[src/rtl/pcileech_tx_gearbox_if.sv]
// Bus bundle for the TX gearbox: word input side, beat output side, host-idle hint and status.
// The gearbox uses the slave modport; whoever feeds and drains it uses master.
interface pcileech_tx_gearbox_if #(
  parameter int unsigned IN_WIDTH  = 256,
  parameter int unsigned OUT_WIDTH = 32,
  parameter int unsigned DEPTH     = 16
);
  localparam int unsigned LW = $clog2(DEPTH + 1);

  logic [IN_WIDTH-1:0]  din;
  logic                 din_valid;
  logic                 din_ready;
  logic [OUT_WIDTH-1:0] dout;
  logic                 dout_valid;
  logic                 dout_rd_en;
  logic                 sink_idle;
  logic [LW-1:0]        level;
  logic [15:0]          stat_prefixes;

  modport master (
    output din, din_valid, dout_rd_en, sink_idle,
    input  din_ready, dout, dout_valid, level, stat_prefixes
  );

  modport slave (
    input  din, din_valid, dout_rd_en, sink_idle,
    output din_ready, dout, dout_valid, level, stat_prefixes
  );
endinterface

[src/rtl/pcileech_tx_gearbox.sv]
// Word FIFO feeding a width-down serialiser (LSB slice first) for the FT601 path; bursts that start
// after host idle are led by MAGIC_COUNT copies of MAGIC_WORD.
module pcileech_tx_gearbox #(
  parameter int unsigned IN_WIDTH    = 256,
  parameter int unsigned OUT_WIDTH   = 32,
  parameter int unsigned DEPTH       = 16,
  parameter logic [31:0] MAGIC_WORD  = 32'h66665555,
  parameter int unsigned MAGIC_COUNT = 5
) (
  input logic                  clk,
  input logic                  rst_n,
  pcileech_tx_gearbox_if.slave bus
);
  localparam int unsigned RATIO = IN_WIDTH / OUT_WIDTH;
  localparam int unsigned AW    = $clog2(DEPTH);
  localparam int unsigned LW    = $clog2(DEPTH + 1);
  localparam int unsigned BW    = (RATIO > 1) ? $clog2(RATIO) : 1;
  localparam int unsigned PW    = (MAGIC_COUNT > 1) ? $clog2(MAGIC_COUNT) : 1;

  localparam logic [LW-1:0]        DepthLvl  = LW'(DEPTH);
  localparam logic [BW-1:0]        BeatLast  = BW'(RATIO - 1);
  localparam logic [PW-1:0]        PcntLast  = PW'((MAGIC_COUNT == 0) ? 0 : MAGIC_COUNT - 1);
  localparam logic [OUT_WIDTH-1:0] MagicBeat = OUT_WIDTH'(MAGIC_WORD);
  localparam bit                   PrefixEn  = (MAGIC_COUNT > 0);

  if ((IN_WIDTH % OUT_WIDTH) != 0 || IN_WIDTH < OUT_WIDTH) begin : g_bad_ratio
    $error("IN_WIDTH must be an integer multiple of OUT_WIDTH");
  end
  if (DEPTH < 2 || (DEPTH & (DEPTH - 1)) != 0) begin : g_bad_depth
    $error("DEPTH must be a power of two and at least 2");
  end

  typedef enum logic [1:0] {StIdle, StPrefix, StData} state_e;

  state_e               state_q;
  logic [IN_WIDTH-1:0]  mem_q [DEPTH];
  logic [AW-1:0]        wr_ptr_q, rd_ptr_q, rd_ptr_nxt;
  logic [LW-1:0]        level_q, level_d;
  logic                 din_ready_q;
  logic                 armed_q;
  logic                 dout_valid_q;
  logic [OUT_WIDTH-1:0] dout_q;
  logic [BW-1:0]        beat_q, beat_inc;
  logic [PW-1:0]        pcnt_q;
  logic [15:0]          stat_q;
  logic                 push, pop;

  logic [RATIO-1:0][OUT_WIDTH-1:0] head_beats, next_beats;

  always_comb begin
    push       = bus.din_valid & din_ready_q;
    pop        = dout_valid_q & bus.dout_rd_en & (state_q == StData) & (beat_q == BeatLast);
    level_d    = level_q + LW'(push) - LW'(pop);
    rd_ptr_nxt = rd_ptr_q + AW'(1);
    beat_inc   = beat_q + BW'(1);
    head_beats = mem_q[rd_ptr_q];
    // Word after the head, so the following word starts without a bubble.
    next_beats = mem_q[rd_ptr_nxt];
  end

  // Storage needs no reset: pointers and level define what is valid.
  always_ff @(posedge clk) begin
    if (push) begin
      mem_q[wr_ptr_q] <= bus.din;
    end
  end

  always_ff @(posedge clk or negedge rst_n) begin
    if (!rst_n) begin
      state_q      <= StIdle;
      wr_ptr_q     <= '0;
      rd_ptr_q     <= '0;
      level_q      <= '0;
      din_ready_q  <= 1'b0;
      armed_q      <= 1'b1;
      dout_valid_q <= 1'b0;
      dout_q       <= '0;
      beat_q       <= '0;
      pcnt_q       <= '0;
      stat_q       <= '0;
    end else begin
      level_q     <= level_d;
      din_ready_q <= (level_d < DepthLvl);
      if (push) begin
        wr_ptr_q <= wr_ptr_q + AW'(1);
      end
      if (pop) begin
        rd_ptr_q <= rd_ptr_nxt;
      end

      unique case (state_q)
        StIdle: begin
          if (bus.sink_idle) begin
            armed_q <= 1'b1;
          end
          // Uses the stored level only; a word being pushed this cycle waits one cycle.
          if (level_q != '0) begin
            dout_valid_q <= 1'b1;
            if (armed_q && PrefixEn) begin
              state_q <= StPrefix;
              armed_q <= 1'b0;
              pcnt_q  <= '0;
              dout_q  <= MagicBeat;
              if (stat_q != 16'hFFFF) begin
                stat_q <= stat_q + 16'd1;
              end
            end else begin
              state_q <= StData;
              beat_q  <= '0;
              dout_q  <= head_beats[0];
            end
          end
        end

        StPrefix: begin
          if (bus.dout_rd_en) begin
            if (pcnt_q == PcntLast) begin
              state_q <= StData;
              beat_q  <= '0;
              dout_q  <= head_beats[0];
            end else begin
              pcnt_q <= pcnt_q + PW'(1);
            end
          end
        end

        StData: begin
          if (bus.dout_rd_en) begin
            if (beat_q != BeatLast) begin
              beat_q <= beat_inc;
              dout_q <= head_beats[beat_inc];
            end else if (level_q > LW'(1)) begin
              beat_q <= '0;
              dout_q <= next_beats[0];
            end else begin
              state_q      <= StIdle;
              dout_valid_q <= 1'b0;
              beat_q       <= '0;
            end
          end
        end

        default: begin
          state_q      <= StIdle;
          dout_valid_q <= 1'b0;
        end
      endcase
    end
  end

  assign bus.din_ready     = din_ready_q;
  assign bus.dout          = dout_q;
  assign bus.dout_valid    = dout_valid_q;
  assign bus.level         = level_q;
  assign bus.stat_prefixes = stat_q;
endmodule

[src/flat_wrapper.sv]
// flat-port wrapper written by rule: the top's interface ports become plain ports
module pcileech_tx_gearbox_flat 
#(
  parameter int unsigned IN_WIDTH    = 256,
  parameter int unsigned OUT_WIDTH   = 32,
  parameter int unsigned DEPTH       = 16,
  parameter logic [31:0] MAGIC_WORD  = 32'h66665555,
  parameter int unsigned MAGIC_COUNT = 5
)
  (clk, rst_n, bus_din, bus_din_valid, bus_dout_rd_en, bus_sink_idle, bus_din_ready, bus_dout, bus_dout_valid, bus_level, bus_stat_prefixes);
  pcileech_tx_gearbox_if #(.IN_WIDTH(IN_WIDTH), .OUT_WIDTH(OUT_WIDTH), .DEPTH(DEPTH)) bus_i ();
  input logic clk;
  input logic rst_n;
  input wire logic [$bits(bus_i.din)-1:0] bus_din;
  input wire logic [$bits(bus_i.din_valid)-1:0] bus_din_valid;
  input wire logic [$bits(bus_i.dout_rd_en)-1:0] bus_dout_rd_en;
  input wire logic [$bits(bus_i.sink_idle)-1:0] bus_sink_idle;
  output wire logic [$bits(bus_i.din_ready)-1:0] bus_din_ready;
  output wire logic [$bits(bus_i.dout)-1:0] bus_dout;
  output wire logic [$bits(bus_i.dout_valid)-1:0] bus_dout_valid;
  output wire logic [$bits(bus_i.level)-1:0] bus_level;
  output wire logic [$bits(bus_i.stat_prefixes)-1:0] bus_stat_prefixes;
  assign bus_i.din = bus_din;
  assign bus_i.din_valid = bus_din_valid;
  assign bus_i.dout_rd_en = bus_dout_rd_en;
  assign bus_i.sink_idle = bus_sink_idle;
  assign bus_din_ready = bus_i.din_ready;
  assign bus_dout = bus_i.dout;
  assign bus_dout_valid = bus_i.dout_valid;
  assign bus_level = bus_i.level;
  assign bus_stat_prefixes = bus_i.stat_prefixes;
  pcileech_tx_gearbox #(.IN_WIDTH(IN_WIDTH), .OUT_WIDTH(OUT_WIDTH), .DEPTH(DEPTH), .MAGIC_WORD(MAGIC_WORD), .MAGIC_COUNT(MAGIC_COUNT)) u_core (.clk(clk), .rst_n(rst_n), .bus(bus_i));
endmodule
[config.mk]
export PLATFORM = sky130hd
export DESIGN_NAME = pcileech_tx_gearbox_flat
export DESIGN_NICKNAME = d
export VERILOG_FILES = /design/src/rtl/pcileech_tx_gearbox_if.sv /design/src/rtl/pcileech_tx_gearbox.sv /design/src/flat_wrapper.sv
export SDC_FILE = /design/constraint.sdc
export NUM_CORES = 2
export LEC_CHECK = 0
export CAP_MARGIN = 10
export CORE_MARGIN = 8
export CORE_UTILIZATION = 25
export DETAILED_ROUTE_END_ITERATION = 10
export HOLD_SLACK_MARGIN = 0.06
export PLACE_DENSITY_LB_ADDON = 0.08
export SYNTH_ARGS = -nofsm -noshare
export SYNTH_HDL_FRONTEND = slang
export SYNTH_SLANG_ARGS = --single-unit
[constraint.sdc]
create_clock -name clk -period 10.11 [get_ports clk]
set_clock_uncertainty 0.2 [all_clocks]
set_input_delay 3.033 -clock clk [delete_from_list [all_inputs] [get_ports clk]]
set_output_delay 3.033 -clock clk [all_outputs]
set_load 0.1 [all_outputs]
==> impl_metrics.py <==
metrics = {
    "run_status": {
        "status": "finished clean",
    },
    "timing": {
        "tns_ps": 0,
        "min_period_over_period_pct": 61.44,
        "maxSlewHeadroom_pct": 21.74,
        "max_freq_ghz": 0.1610,
        "hold_violations": 0,
        "slew_violations": 0,
        "rsz0062_at_grt": "no",
        "tightestPinTransition_ps": 1174,
        "period_minus_slack_ps": 6212,
        "setup_viol": 0,
    },
    "clocking": {
        "cts.sinks": 4168,
        "cts.clk_slew.worst_paths_ps": 60,
        "htree_num_levels": 5,
        "cts_buffer_depth": 4,
        "clock_latency_ps": 1060,
        "cts_buffers": 482,
        "cts_tree": "done",
        "cts-root-buf": "clkbuf_16",
        "hold_buffers": 0,
        "post_cts_resized": 0,
        "postCtsSetupRepairBufs": 0,
    },
    "critical_path": {
        "r2r_cells": 9,
        "cp_data_arrival_time_ps": 2980,
        "cp-start-kind": "register",
        "crit_chain": "clkdlybuf4s50_1",
        "slowest_delay_ps": 1250,
        "endpoint_kind": "output port",
        "worstReg2RegEnd": "u_core.bus.dout[0]",
        "required_ps": 6880,
        "slowest_stage": "clkdlybuf4s50_1",
        "r2r_setup_slack_ps": 4280,
        "worstSetupStartpoint": "u_core.bus.dout[17]",
        "r2r-start": "u_core.rd_ptr_q[0]",
        "crit_buf_inv": 1,
        "critPathMaxFanout": 2,
        "path_delay_family": "buffers and inverters",
        "criticalPathCategory": "reg -> out",
    },
    "placement": {
        "io_buffers": 315,
        "dp_hpwl_um": 377600,
        "gp_congestion": 0.7528,
        "placed_cell_area_mm2": 0.1796,
    },
    "min_path": {
        "hold_path.startpoint": "u_core.bus.stat_prefixes[5]",
        "whs_endpoint": "u_core.bus.stat_prefixes[5]",
        "hold_class": "reg -> reg",
        "holdPathStages": 1,
    },
    "global_route": {
        "grt_pass1_vias": 88150,
        "globalRouteMet1Util_pct": 23.89,
        "met2_usage_pct": 30.54,
        "grtUsageMet3_pct": 2.717,
        "busiest_layer": "met2",
        "grt_max_degree": 104,
        "grt_antenna_before_repair": 171,
        "grt_first_pass_wirelength_um": 845200,
        "track_usage_pct": 17.84,
        "grt_overflow": 0,
    },
    "logic_synthesis": {
        "ys_async_sr_fraction_pct": 1.727,
        "avgSynthCellArea_um2": 21.18,
        "syn-num-nets": 8101,
        "synth_area_mm2": 0.1656,
        "synth_flop_cell": "edfxtp_1",
        "yosysUniqueCellTypes": 83,
        "ys_ff_latch": 4168,
        "synthCells": 7817,
        "yosysWarnings": 0,
        "ys_seq_area_share_pct": 75.38,
        "synth_edf_count": 4096,
    },
    "drt": {
        "ant_nets": 0,
        "wirelength_um": 634400,
        "wire_per_inst_um": 36.11,
        "drc": 0,
        "drtIter0Drc": 7760,
        "vias": 85270,
        "dr.pass1.iters": 6,
        "routed_via_density": 4.854,
    },
    "die": {
        "die-area_mm2": 0.6885,
        "pin_count": 316,
        "placementRows": 299,
        "design.core.area_mm2": 0.6614,
        "fp.dieH_um": 829.8,
        "fp.dieW_um": 829.8,
        "start_util_pct": 25.03,
    },
    "finish": {
        "layout-drive-gt1-share_pct": 22.76,
        "final_util_pct": 29.47,
        "multi_input_area_mm2": 0.03775,
        "area_growth_pct": 17.72,
        "seqCellArea_mm2": 0.1248,
        "final_common_cell": "edfxtp_1",
        "fill_cells": 64550,
        "fin_area_mm2": 0.1949,
        "fin_nets": 8693,
        "layout_common_cells": "edfxtp_1 (4,096), mux4_2 (961), mux2i_1 (529)",
    },
    "pwr": {
        "vdd_drop_max_mv": 0.1639,
        "leakage_uw": 0.05760,
        "powerDensity_mw_per_mm2": 228.7,
    },
    "job": {
        "drv_cap": 0,
    },
}
==> worst max path at each step <==
stage / to / slack (ps) / cells past startpoint
floorplan: u_core.mem_q[6][0] / -30 / 3
global placement: u_core.mem_q[8][180] / 3010 / 5
detailed placement: u_core.mem_q[8][180] / 3030 / 5
CTS: bus_dout[24] / 3720 / 1
global route: bus_dout[17] / 3790 / 1
finish: bus_dout[17] / 3900 / 1
==> synthesized netlist by cell type (11+ instances only) <==
| cell | instances | share of area [%] |
|---|---|---|
| a211oi_1 | 27 | 0.12 |
| a21oi_1 | 171 | 0.52 |
| a221o_1 | 14 | 0.085 |
| a221oi_1 | 100 | 0.53 |
| a22oi_1 | 112 | 0.51 |
| a31oi_1 | 31 | 0.12 |
| and2_1 | 25 | 0.094 |
| and3_1 | 21 | 0.079 |
| buf_1 | 28 | 0.063 |
| buf_2 | 130 | 0.39 |
| buf_4 | 48 | 0.22 |
| buf_6 | 95 | 0.65 |
| buf_8 | 13 | 0.12 |
| clkbuf_1 | 142 | 0.32 |
| dfrtp_1 | 71 | 1.1 |
| edfxtp_1 | 4096 | 74 |
| ha_1 | 22 | 0.17 |
| inv_1 | 34 | 0.077 |
| mux2_2 | 25 | 0.17 |
| mux2i_1 | 529 | 3.2 |
| mux4_2 | 961 | 13 |
| nand2_1 | 281 | 0.64 |
| nand2b_1 | 14 | 0.053 |
| nand3_1 | 81 | 0.24 |
| nand4_1 | 28 | 0.11 |
| nor2_1 | 86 | 0.19 |
| nor2b_1 | 25 | 0.094 |
| nor3_1 | 38 | 0.11 |
| o211ai_1 | 13 | 0.059 |
| o21ai_0 | 126 | 0.38 |
| o221ai_1 | 109 | 0.58 |
| o22ai_1 | 92 | 0.35 |
| o31ai_1 | 11 | 0.050 |
| xnor2_1 | 19 | 0.10 |
==> final cells by class <==
cell class | count | area share (%)
Sequential cell | 4168 | 64.04
Multi-Input combinational cell | 3135 | 19.37
Clock buffer | 611 | 6.521
Tap cell | 8729 | 5.604
Timing Repair Buffer | 582 | 3.035
Clock inverter | 279 | 1.323
Inverter | 40 | 0.08345
Antenna cell | 21 | 0.02696
==> per-stage QoR <==
step	total power, uW	instances	setup slack, ps	hold WS, ps
after floorplan	23970	7817	-28.88	253.8
after global placement	28040	16650	3013	276.9
after detailed placement	28090	16650	3029	292.6
after CTS	45320	17540	3723	303.3
after global routing	46020	17550	3792	333.6
final	44570	17570	3898	296.1
==> routing by layer <==
layer | vias up | routed length [um]
li1 | 34490 | -
met1 | 47320 | 276100
met2 | 2523 | 312900
met3 | 879 | 29790
met4 | 48 | 15230
met5 | - | 317
==> report_power, final <==
group | internal (uW) | switching, uW | leakage (uW) | total [uW]
registers | 20200 | 493 | 0.0378 | 20700
logic | 1590 | 5270 | 0.0123 | 6860
clock network | 9790 | 7240 | 0.00747 | 17000
total | 31600 | 13000 | 0.0576 | 44600
==> flip-flops by register name (all words and copies together), names as in the netlist <==
name / cells
u_core.wr_ptr_q: 4
u_core.rd_ptr_q: 4
u_core.armed_q: 1
u_core.bus.stat_prefixes: 16
u_core.bus.dout_valid: 1
u_core.bus.level: 5
u_core.pcnt_q: 3
u_core.bus.din_ready: 1
u_core.state_q: 2
u_core.mem_q: 4096
u_core.bus.dout: 32
u_core.beat_q: 3
==> cell families after synthesis <==
kind of cell / share of synthesized area, %
flops: 75.38
xor+xnor: 0.1368
buf+inv: 2.000
mux: 16.60
compound gates: 3.922
simple gates: 1.782
fa+ha+maj: 0.1784
No activity file was read; power rests on OpenSTA's default activity.
